--- src/rtl/div_seq_pkg.sv ---
// rtl/div_seq_pkg.sv - shared state encoding and width for the iterative divider
package div_seq_pkg;

    localparam int DIV_WIDTH = 32;

    typedef enum logic [1:0] {
        DIV_IDLE = 2'b00,
        DIV_BUSY = 2'b01,
        DIV_DONE = 2'b10
    } div_state_e;

endpackage

--- src/rtl/div_step.sv ---
// rtl/div_step.sv - one combinational restoring-division iteration
module div_step #(
    parameter int WIDTH = 32
) (
    input  logic [WIDTH:0]   partial_i,
    input  logic [WIDTH-1:0] divisor_i,
    output logic [WIDTH-1:0] rem_o,
    output logic             q_bit_o
);

    // When the subtract succeeds the true difference is below the divisor,
    // so the low WIDTH bits of the truncated subtraction are exact.
    always_comb begin
        q_bit_o = (partial_i >= {1'b0, divisor_i});
        rem_o   = q_bit_o ? (partial_i[WIDTH-1:0] - divisor_i) : partial_i[WIDTH-1:0];
    end

endmodule

--- src/rtl/div_seq.sv ---
// rtl/div_seq.sv - multi-cycle DIV/DIVU sequencer returning {remainder, quotient}
module div_seq
    import div_seq_pkg::*;
#(
    parameter int WIDTH = DIV_WIDTH,
    parameter int CNT_W = 6
) (
    input  logic               clk,
    input  logic               resetn,
    input  logic               start,
    input  logic               signed_div,
    input  logic               annul,
    input  logic [WIDTH-1:0]   opdata1,
    input  logic [WIDTH-1:0]   opdata2,
    output logic [2*WIDTH-1:0] result,
    output logic               ready,
    output logic               busy
);

    div_state_e         state_q;
    logic [CNT_W-1:0]   cnt_q;
    logic [WIDTH-1:0]   dvd_q;
    logic [WIDTH-1:0]   dvs_q;
    logic [WIDTH-1:0]   rem_q;
    logic [WIDTH-1:0]   quo_q;
    logic               qneg_q;
    logic               rneg_q;
    logic [2*WIDTH-1:0] result_q;

    logic [WIDTH-1:0]   op1_abs;
    logic [WIDTH-1:0]   op2_abs;
    logic [WIDTH-1:0]   rem_d;
    logic [WIDTH-1:0]   quo_d;
    logic               q_bit;

    assign op1_abs = (signed_div && opdata1[WIDTH-1]) ? -opdata1 : opdata1;
    assign op2_abs = (signed_div && opdata2[WIDTH-1]) ? -opdata2 : opdata2;

    div_step #(.WIDTH(WIDTH)) u_step (
        .partial_i ({rem_q, dvd_q[WIDTH-1]}),
        .divisor_i (dvs_q),
        .rem_o     (rem_d),
        .q_bit_o   (q_bit)
    );

    assign quo_d = {quo_q[WIDTH-2:0], q_bit};

    always_ff @(posedge clk or negedge resetn) begin
        if (!resetn) begin
            state_q  <= DIV_IDLE;
            cnt_q    <= '0;
            dvd_q    <= '0;
            dvs_q    <= '0;
            rem_q    <= '0;
            quo_q    <= '0;
            qneg_q   <= 1'b0;
            rneg_q   <= 1'b0;
            result_q <= '0;
        end else if (annul) begin
            state_q <= DIV_IDLE;
        end else begin
            case (state_q)
                DIV_IDLE: begin
                    if (start) begin
                        cnt_q <= '0;
                        if (opdata2 == '0) begin
                            result_q <= '0;
                            state_q  <= DIV_DONE;
                        end else begin
                            dvd_q   <= op1_abs;
                            dvs_q   <= op2_abs;
                            rem_q   <= '0;
                            quo_q   <= '0;
                            qneg_q  <= signed_div & (opdata1[WIDTH-1] ^ opdata2[WIDTH-1]);
                            rneg_q  <= signed_div & opdata1[WIDTH-1];
                            state_q <= DIV_BUSY;
                        end
                    end
                end
                DIV_BUSY: begin
                    rem_q <= rem_d;
                    quo_q <= quo_d;
                    dvd_q <= {dvd_q[WIDTH-2:0], 1'b0};
                    cnt_q <= cnt_q + CNT_W'(1);
                    // The last step's outputs feed the fix-up directly, saving a cycle.
                    if (cnt_q == CNT_W'(WIDTH - 1)) begin
                        result_q <= {(rneg_q ? -rem_d : rem_d), (qneg_q ? -quo_d : quo_d)};
                        state_q  <= DIV_DONE;
                    end
                end
                DIV_DONE: begin
                    if (!start) begin
                        state_q <= DIV_IDLE;
                    end
                end
                default: state_q <= DIV_IDLE;
            endcase
        end
    end

    assign result = result_q;
    assign ready  = (state_q == DIV_DONE);
    assign busy   = (state_q == DIV_BUSY);

endmodule

--- config.mk ---
export PLATFORM = sky130hd
export DESIGN_NAME = div_seq
export DESIGN_NICKNAME = d
export VERILOG_FILES = /design/src/rtl/div_seq_pkg.sv /design/src/rtl/div_step.sv /design/src/rtl/div_seq.sv
export SDC_FILE = /design/constraint.sdc
export NUM_CORES = 1
export LEC_CHECK = 0
export CAP_MARGIN = 20
export CORE_MARGIN = 5
export CORE_UTILIZATION = 40
export DETAILED_ROUTE_END_ITERATION = 12
export PLACE_DENSITY_LB_ADDON = 0.25
export SKIP_CTS_REPAIR_TIMING = 1
export SYNTH_ARGS = -nofsm -noshare
export SYNTH_HDL_FRONTEND = slang
export SYNTH_SLANG_ARGS = --single-unit
--- constraint.sdc ---
create_clock -name clk -period 7.5 [get_ports clk]
set_clock_uncertainty 0.05 [all_clocks]
set_input_delay 2.25 -clock clk [delete_from_list [all_inputs] [get_ports clk]]
set_output_delay 2.25 -clock clk [all_outputs]
set_load 0.01 [all_outputs]
==> impl_metrics.yaml, run 1 <==
clock_tree:
  cts_inserted_buffers: 25
  cts_tree: "built"
  cts_max_level: 1
  clk_latency_ps: 550
  cts.root.buffer_cell: "clkbuf_16"
  cts_sinks: 201
  clk_pin_slew_ps: 60
  cts_buffer_depth: 3
timing:
  fin_crit_sh_pct: 75.0
  fin_crit_ps: 5620
  rsz0062_at_grt: "false"
  finalSetupViolCount: 0
  maxSlewViolCount: 0
  setup_ws_ps: 1880
  setup_tns_ps: 0
  tightest_slew_ps: 979
  clock.fmax_mhz: 178
  relSlewSlack_pct: 34.5
  finalHoldViolations: 0
routing:
  wl_met3_um: 2510
  wl_met2_um: 16000
  routed.top_layer: "met4"
  final_antenna_net_count: 0
  post_drt_via_cell_ratio: 5.55
  wl_met1_um: 18000
  wirelength_um: 37100
  vias: 11800
  first_pass_iters: 5
  dr.first_iter.drc_count: 769
  wl_per_cell_um: 17.4
  post-route-drc-count: 0
critical_path:
  start_kind: "register"
  endpoint_kind: "register"
  crit_required_ps: 7870
  crit_path_max_fanout: 15
  path_class: "register to register"
  worstPathArrival_ps: 6000
logic_synthesis:
  synthesis.nets: 1683
  synth_top_area_share_pct: 38.5
  yosys_register_bits: 201
  synth_edf_count: 0
  syn_area_um2: 13100
  synth_top_family_by_area: "compound AO/OA/AOI/OAI gates"
  synth-adder-area-share_pct: 3.69
  synth_area_leaders: "dfrtp_1, o21ai_0, nand2_1"
  yosysSeqAreaShare_pct: 38.5
  syn_inst: 1576
  yosysUniqueCellTypes: 82
  yosys.area.top_type: "dfrtp_1"
  avgSynthCellArea_um2: 8.30
  synth_compound_area_share_pct: 24.0
  synthXorXnorAreaFrac_pct: 9.11
  synth_simple_gate_area_share_pct: 19.0
  async_flop_share_pct: 100
  ys_top_cells_by_count: "nand2_1, o21ai_0, dfrtp_1"
  synthMuxAreaShare_pct: 1.31
  yosysWarnings: 0
  yosysMostFrequentCell: "nand2_1"
  dominantRegCellSynth: "dfrtp_1"
cells_and_area:
  final_util_pct: 48.2
  instances_no_fill: 2126
  n_antenna_cell: 0
  fill_cells: 3222
  areaGrowthSynthToFinish_pct: 19.3
  multi_input_area_um2: 7490
  drive_gt1_share_pct: 5.11
  nets: 1772
  seq_area_um2: 5030
global_route:
  grt_max_degree: 115
  grt_pass1_wl_um: 60400
  grt_overflow: 0
  track_usage_pct: 20.1
  antenna_found_initial: 0
  grt_pass1_vias: 11000
floorplanning:
  ios: 135
  die_area_um2: 36400
  start_util_pct: 40.4
  die_w_um: 191
  rows: 66
  coreArea_um2: 32400
  die_h_um: 191
place:
  io_buffers: 134
  dp.cells: 2079
  detailed_place_hpwl_um: 27300
  gp_congestion: 0.913
  pre_cts_ws_ps: 1510
power_and_ir_drop:
  leakagePower_nw: 6.64
  powerDensity_nw_per_um2: 204
  vdd_drop_max_v: 0.000159
flow_run:
  cap_violations: 0
status:
  status: "finished clean"
hold_path:
  hp-class: "register to register"
## path summary, 6_finish.rpt
path	startpoint	to	slack, ps	depth (start not counted)
setup / recovery	rem_q[23]	result[56]	1880	18
max in group asynchronous	resetn	cnt_q[3]	4340	2
hold / removal	result[55]	result[55]	430	2
min in group asynchronous	resetn	result[46]	1820	1
setup reg to reg	rem_q[23]	result[56]	1880	18
hold reg to reg	result[55]	result[55]	430	2
## where the power goes
part           switching [mW]  leakage, nW  internal [mW]
clock network           0.481        0.401          0.714
registers              0.0505         2.69           1.17
logic                   0.493         3.54          0.285
total                    1.03         6.64           2.17
## layer usage
metal / GRT usage [%] / vias up
li1: - / 5824
met1: 31.4 / 5593
met2: 30.1 / 336
met3: 2.47 / 41
met4: 3.43 / 0
met5: 0 / -
## cell families (layout without fill, tap and decap cells)
| kind of cell | Yosys count | count (layout) |
|---|---|---|
| fa+ha+maj | 38 | 38 |
| xor+xnor | 136 | 136 |
| compound gates | 504 | 504 |
| mux | 17 | 17 |
| flops | 201 | 201 |
| simple gates | 536 | 536 |
| buf+inv | 144 | 252 |
## registers in the layout, indices dropped and copies added, names as in the netlist
| register | cells |
|---|---|
| rem_q | 32 |
| dvs_q | 32 |
| dvd_q | 32 |
| rneg_q | 1 |
| quo_q | 31 |
| result | 64 |
| qneg_q | 1 |
| cnt_q | 6 |
| state_q | 2 |
## cell usage in the layout, fill, tap and decap left out, types with 6 or more instances in the layout
master           Yosys  routed
a211oi_1             9       9
o21ai_1             15      14
buf_4                0      11
a31oi_1              8       8
or3_1               24      24
nand4_1             17      17
ha_1                37      37
clkbuf_16            0      25
nand2_1            235     233
clkdlybuf4s50_1      0     133
o21a_1               6       6
clkbuf_1            63       8
nor3_1              36      36
and2_1               7       7
nand2b_1            11      11
a21o_1               7       7
nor4_1              20      20
nor2b_1              7       6
inv_1               56      56
a22o_1              41      41
and3_1               7       7
xnor2_1             66      66
nor2_1             112     111
a21oi_1            115     115
xor2_1              70      70
o41ai_1              8       8
o21ai_0            207     207
clkbuf_8             0       7
or4_1               12      12
o31ai_1             28      28
nand3_1             22      22
mux2i_1             16      16
dfrtp_1            201     201
## metrics by stage
step	power [mW]	cell area (µm²)	hold slack, ps
after CTS	3.22	15600	434
after floorplan	1.76	13100	400
after detailed placement	2.01	14800	422
final	3.19	15600	428
after global routing	3.36	15600	451
after global placement	1.99	14700	410
## layout make-up
cell class	count	share of cell area [%]
Multi-Input combinational cell	1231	48.0
Inverter	58	1.39
Clock buffer	39	4.73
Tap cell	442	3.54
Clock inverter	7	0.521
Timing Repair Buffer	148	9.58
Sequential cell	201	32.2
## worst max-delay path, cell delays in order (launching register included)
cell,delay [ps]
dfrtp_1,430
ha_1,500
a21oi_4,260
o21ai_2,140
a2111oi_4,370
o2111ai_2,300
or2_2,510
inv_2,110
mux2i_1,300
ha_1,290
nand2b_1,80
mux2i_1,130
o2111ai_1,140
nor4_1,430
a41oi_1,260
a221o_1,470
o41ai_2,420
xor2_1,220
o21ai_1,80
No activity file was read; power rests on OpenSTA's default activity.
==> run 2, diff against run 1 <==
==> constraint.sdc (replaced) <==
create_clock -name clk -period 4.5 [get_ports clk]
set_clock_uncertainty 0.05 [all_clocks]
set_input_delay 1.35 -clock clk [delete_from_list [all_inputs] [get_ports clk]]
set_output_delay 1.35 -clock clk [all_outputs]
set_load 0.01 [all_outputs]
==> run 2 against run 1 <==
Net effect: setup slack worse by 1700 ps; wire length is 3.1% higher; register-to-register slack worse by 1700 ps; first-iteration DRC count is 0.78% higher; sequential share of layout area is 2.5 points lower; hold slack worse by 4.3 ps; via count is 4.0% higher; critical path type unchanged; largest power group is now clock.
==> impl_metrics.yaml, run 2 (synthesis results as in run 1) <==
clock_tree:
  cts_inserted_buffers: 24
  cts_buffer_depth: 3
  clk_pin_slew_ps: 60
  cts_tree: "built"
  cts.root.buffer_cell: "clkbuf_16"
  cts_max_level: 1
  clk_latency_ps: 540
  cts_sinks: 201
hold_path:
  hp-class: "register to register"
cells_and_area:
  largest_reg_flops: 64
  mostFrequentLayoutCells: "nand2_1, o21ai_0, dfrtp_1, buf_4, clkdlybuf4s50_1"
  areaGrowthSynthToFinish_pct: 29.5
  n_antenna_cell: 0
  seq_area_um2: 5030
  instances_no_fill: 2269
  layout_commonest_cell: "nand2_1"
  drive_gt1_share_pct: 14.0
  nets: 1916
  final_util_pct: 52.3
  multi_input_area_um2: 7670
  fill_cells: 3090
power_and_ir_drop:
  share_comb_of_total_power_pct: 27.8
  switching_power_mw: 1.77
  vdd_drop_max_v: 0.000271
  switching_share_pct: 31.1
  p_clk_share_pct: 36.4
  intPower_mw: 3.91
  seqPwrFrac_pct: 35.8
  finalPower_mw: 5.68
  leakagePower_nw: 7.36
  powerDensity_nw_per_um2: 335
floorplanning:
  die_h_um: 191
  start_util_pct: 40.4
  coreArea_um2: 32400
  ios: 135
  die_area_um2: 36400
  rows: 66
  die_w_um: 191
critical_path:
  start_kind: "register"
  slowest_stage: "a221o_2"
  cpPeakStageDelay_ps: 450
  crit_required_ps: 4840
  worstPathArrival_ps: 4690
  path_cells: "inv_1 -> ha_1 -> nand4_1 -> nor2_2 -> a2111oi_4 -> o2111ai_2 -> or2_4 -> inv_2 -> mux2i_2 -> ha_2 -> nand2b_1 -> mux2i_1 -> o2111ai_2 -> nor4_2 -> a41oi_2 -> a221o_2 -> o41ai_2 -> xor2_1 -> o21ai_1"
  path_class: "register to register"
  crit_path_max_fanout: 7
  endpoint_kind: "register"
  cp_common_cell: "o2111ai_2"
place:
  detailed_place_hpwl_um: 29300
  io_buffers: 134
  gp_congestion: 0.896
  dp.cells: 2222
flow_run:
  cap_violations: 0
routing:
  wirelength_um: 38200
  first_pass_iters: 6
  final_antenna_net_count: 0
  dr.first_iter.drc_count: 775
  wl_per_cell_um: 16.8
  post_drt_via_cell_ratio: 5.40
  vias: 12300
  post-route-drc-count: 0
timing:
  clock.fmax_mhz: 230
  fin_crit_ps: 4350
  maxSlewViolCount: 0
  relSlewSlack_pct: 35.5
  tightest_slew_ps: 968
  finalSetupViolCount: 0
  fin_crit_sh_pct: 96.7
  rsz0062_at_grt: "true"
  finalHoldViolations: 0
global_route:
  grt_max_degree: 74
  grt_pass1_wl_um: 62200
  grt_pass1_vias: 11800
  grt_overflow: 0
  track_usage_pct: 20.7
  antenna_found_initial: 0
status:
  status: "finished clean"
run 2: worst paths after layout:
check,startpoint,to,slack [ps],depth (start not counted)
worst min-delay path,result[16],result[16],420,2
worst max register to register,dvs_q[27],result[62],150,19
min in group asynchronous,resetn,rem_q[23],730,1
worst min register to register,result[16],result[16],420,2
worst max-delay path,dvs_q[27],result[62],150,19
max in group asynchronous,resetn,quo_q[25],2680,2
run 2: layout make-up:
type	count	share of cell area (%)
Clock inverter	10	0.997
Tap cell	442	3.26
Clock buffer	34	4.00
Inverter	58	1.29
Timing Repair Buffer	293	15.5
Sequential cell	201	29.7
Multi-Input combinational cell	1231	45.3
run 2: through the flow:
stage	hold slack (ps)	worst slack [ps]	TNS (ps)	instance area [µm²]
2_1_floorplan	400	51.1	0	13100
3_3_place_gp	413	-81.8	-149	15900
3_5_place_dp	419	-73.0	-125	15900
4_1_cts	433	27.9	0	16800
5_1_grt	444	-30.5	-79.8	16900
6_report	424	149	0	16900
run 2: critical path, delay by kind of cell (launching register included):
family / cells / cell delay, ps
adders and majority gates: 2 / 540
AOI/OAI and AO/OA: 7 / 1670
DFF: 1 / 340
and+or+nand+nor: 5 / 900
buffers and inverters: 2 / 120
muxes: 2 / 400
xor gates and xnor gates: 1 / 180
run 2: power groups by stage:
stage                     logic, mW  registers, mW  clock network, mW
final                          1.58           2.03               2.06
after global routing           1.74           2.05               2.18
after CTS                      1.52           2.03               2.12
after detailed placement       1.51           2.06                  0
after global placement         1.50           2.06                  0
after floorplan               0.918           2.03                  0
run 2: metal layers:
layer  global-route usage [%]  routed length, µm  up-vias
li1                         -                  -     6085
met1                     31.6              18900     5840
met2                     31.7              16500      299
met3                     2.87               2340       36
met4                     3.37                523        0
met5                        0                  0        -
==> run 3, diff against run 2 <==
==> constraint.sdc (replaced) <==
create_clock -name clk -period 3.6 [get_ports clk]
set_clock_uncertainty 0.05 [all_clocks]
set_input_delay 1.08 -clock clk [delete_from_list [all_inputs] [get_ports clk]]
set_output_delay 1.08 -clock clk [all_outputs]
set_load 0.1 [all_outputs]
==> run 3 against run 2 <==
Net effect: the flow now finishes with violations (setup timing); largest cell class unchanged; flip-flop and latch count unchanged; sequential power increased by 25%; highest routed layer unchanged; via count increased by 8.9%; register-to-register slack got worse by 970 ps; critical path type unchanged; design area increased by 13%; hold slack improved by 3.4 ps.
==> impl_metrics.yaml, run 3 (synthesis results as in run 1) <==
timing:
  fin_crit_sh_pct: 123
  finalSetupViolCount: 32
  maxSlewViolCount: 0
  tightest_slew_ps: 818
  relSlewSlack_pct: 45.4
  setup_ws_ps: -825
  setup_tns_ps: -11440
  finalHoldViolations: 0
  fin_crit_ps: 4430
  clock.fmax_mhz: 226
  rsz0062_at_grt: "true"
global_route:
  grt_pass1_wl_um: 66200
  grt_max_degree: 77
  antenna_found_initial: 0
  grt_pass1_vias: 12600
  track_usage_pct: 22.0
  grt_overflow: 0
clock_tree:
  cts_max_level: 1
  cts_inserted_buffers: 25
  cts_sinks: 201
  cts_buffer_depth: 3
  clk_pin_slew_ps: 60
  cts_tree: "built"
  cts.root.buffer_cell: "clkbuf_16"
  clk_latency_ps: 540
cells_and_area:
  final_util_pct: 59.3
  mostFrequentLayoutCells: "buf_4, nand2_1, dfrtp_1, o21ai_0, a21oi_1"
  nets: 2154
  instances_no_fill: 2509
  layout_commonest_cell: "buf_4"
  largest_reg_flops: 64
  areaGrowthSynthToFinish_pct: 46.9
  drive_gt1_share_pct: 29.7
place:
  gp_congestion: 0.913
  dp.cells: 2428
  io_buffers: 134
  detailed_place_hpwl_um: 31400
routing:
  post-route-drc-count: 0
  vias: 13400
  final_antenna_net_count: 0
  wirelength_um: 42400
  wl_per_cell_um: 16.9
  first_pass_iters: 6
  dr.first_iter.drc_count: 898
  post_drt_via_cell_ratio: 5.32
critical_path:
  start_kind: "register"
  crit_required_ps: 3960
  reg2reg_depth: 19
  path_class: "register to register"
  worstPathArrival_ps: 4790
  reg2reg_slack_ps: -830
  timing.rr.start: "dvs_q[31]"
  worstReg2RegEnd: "result[62]"
  crit_path_max_fanout: 7
  endpoint_kind: "register"
floorplanning:
  start_util_pct: 40.4
  ios: 135
  die_w_um: 191
  rows: 66
  die_area_um2: 36400
  die_h_um: 191
  coreArea_um2: 32400
status:
  violations: "setup timing"
  status: "finished, violations left"
hold_path:
  hold_end: "dvd_q[13]"
  worstHoldPathCells: 2
  min_from: "dvd_q[13]"
  hp-class: "register to register"
power_and_ir_drop:
  vdd_drop_max_v: 0.000290
  powerDensity_nw_per_um2: 400
  leakagePower_nw: 8.93
flow_run:
  cap_violations: 0
## run 3: routing by layer
| metal | wire (µm) | track usage (%) | up-vias | part of all wire (%) |
|---|---|---|---|---|
| met1 | 20500 | 33.5 | 6327 | 48 |
| met4 | 900 | 4.92 | 0 | 2.1 |
| met3 | 2400 | 2.58 | 59 | 5.7 |
| met5 | 0 | 0 | - | 0 |
| li1 | - | - | 6575 | - |
| met2 | 18600 | 33.4 | 393 | 44 |
## run 3: how the worst max path moves through the flow
stage                     slack, ps          to  startpoint
after CTS                      -880  result[58]   dvs_q[24]
after global placement         -680  result[62]   dvs_q[24]
after floorplan                -830  result[56]   rem_q[21]
after detailed placement       -850  result[58]   rem_q[23]
after global routing          -1110  result[62]   dvs_q[27]
final                          -830  result[62]   dvs_q[31]
## run 3: critical path, cell delays in order (launching register included)
cell       delay (ps)
dfrtp_1           370
inv_1             130
ha_4              230
nand4b_1          130
nor2_2             80
a2111oi_4         400
o2111ai_2         190
or2_4             310
inv_2              80
mux2i_2           230
ha_2              240
nand2b_1           70
mux2i_1           190
o2111ai_2         180
nor4_4            220
a41oi_2           210
a221o_2           450
o41ai_2           260
xor2_1            200
o21ai_1            70
## run 3: per-stage QoR
step | worst slack, ps | power (mW) | hold slack [ps] | cell area [µm²]
after global placement | -682 | 4.80 | 412 | 17400
after floorplan | -834 | 3.70 | 400 | 13200
final | -825 | 7.69 | 427 | 19200
after global routing | -1110 | 8.09 | 453 | 19200
after detailed placement | -852 | 4.84 | 421 | 17400
after CTS | -882 | 7.50 | 433 | 18300
## run 3: cell type report
class / count / area, µm²
Antenna cell: 1 / 2.50
Clock buffer: 34 / 699
Clock inverter: 12 / 166
Fill cell: 2859 / 13200
Inverter: 58 / 218
Multi-Input combinational cell: 1231 / 8080
Sequential cell: 201 / 5030
Tap cell: 442 / 553
Timing Repair Buffer: 530 / 4470
## run 3: where the power goes
| group | internal, mW | leakage (nW) | switching [mW] | total [mW] |
|---|---|---|---|---|
| Combinational | 1.23 | 5.82 | 1.31 | 2.54 |
| Sequential | 2.43 | 2.69 | 0.0956 | 2.53 |
| Clock | 1.59 | 0.420 | 1.04 | 2.63 |
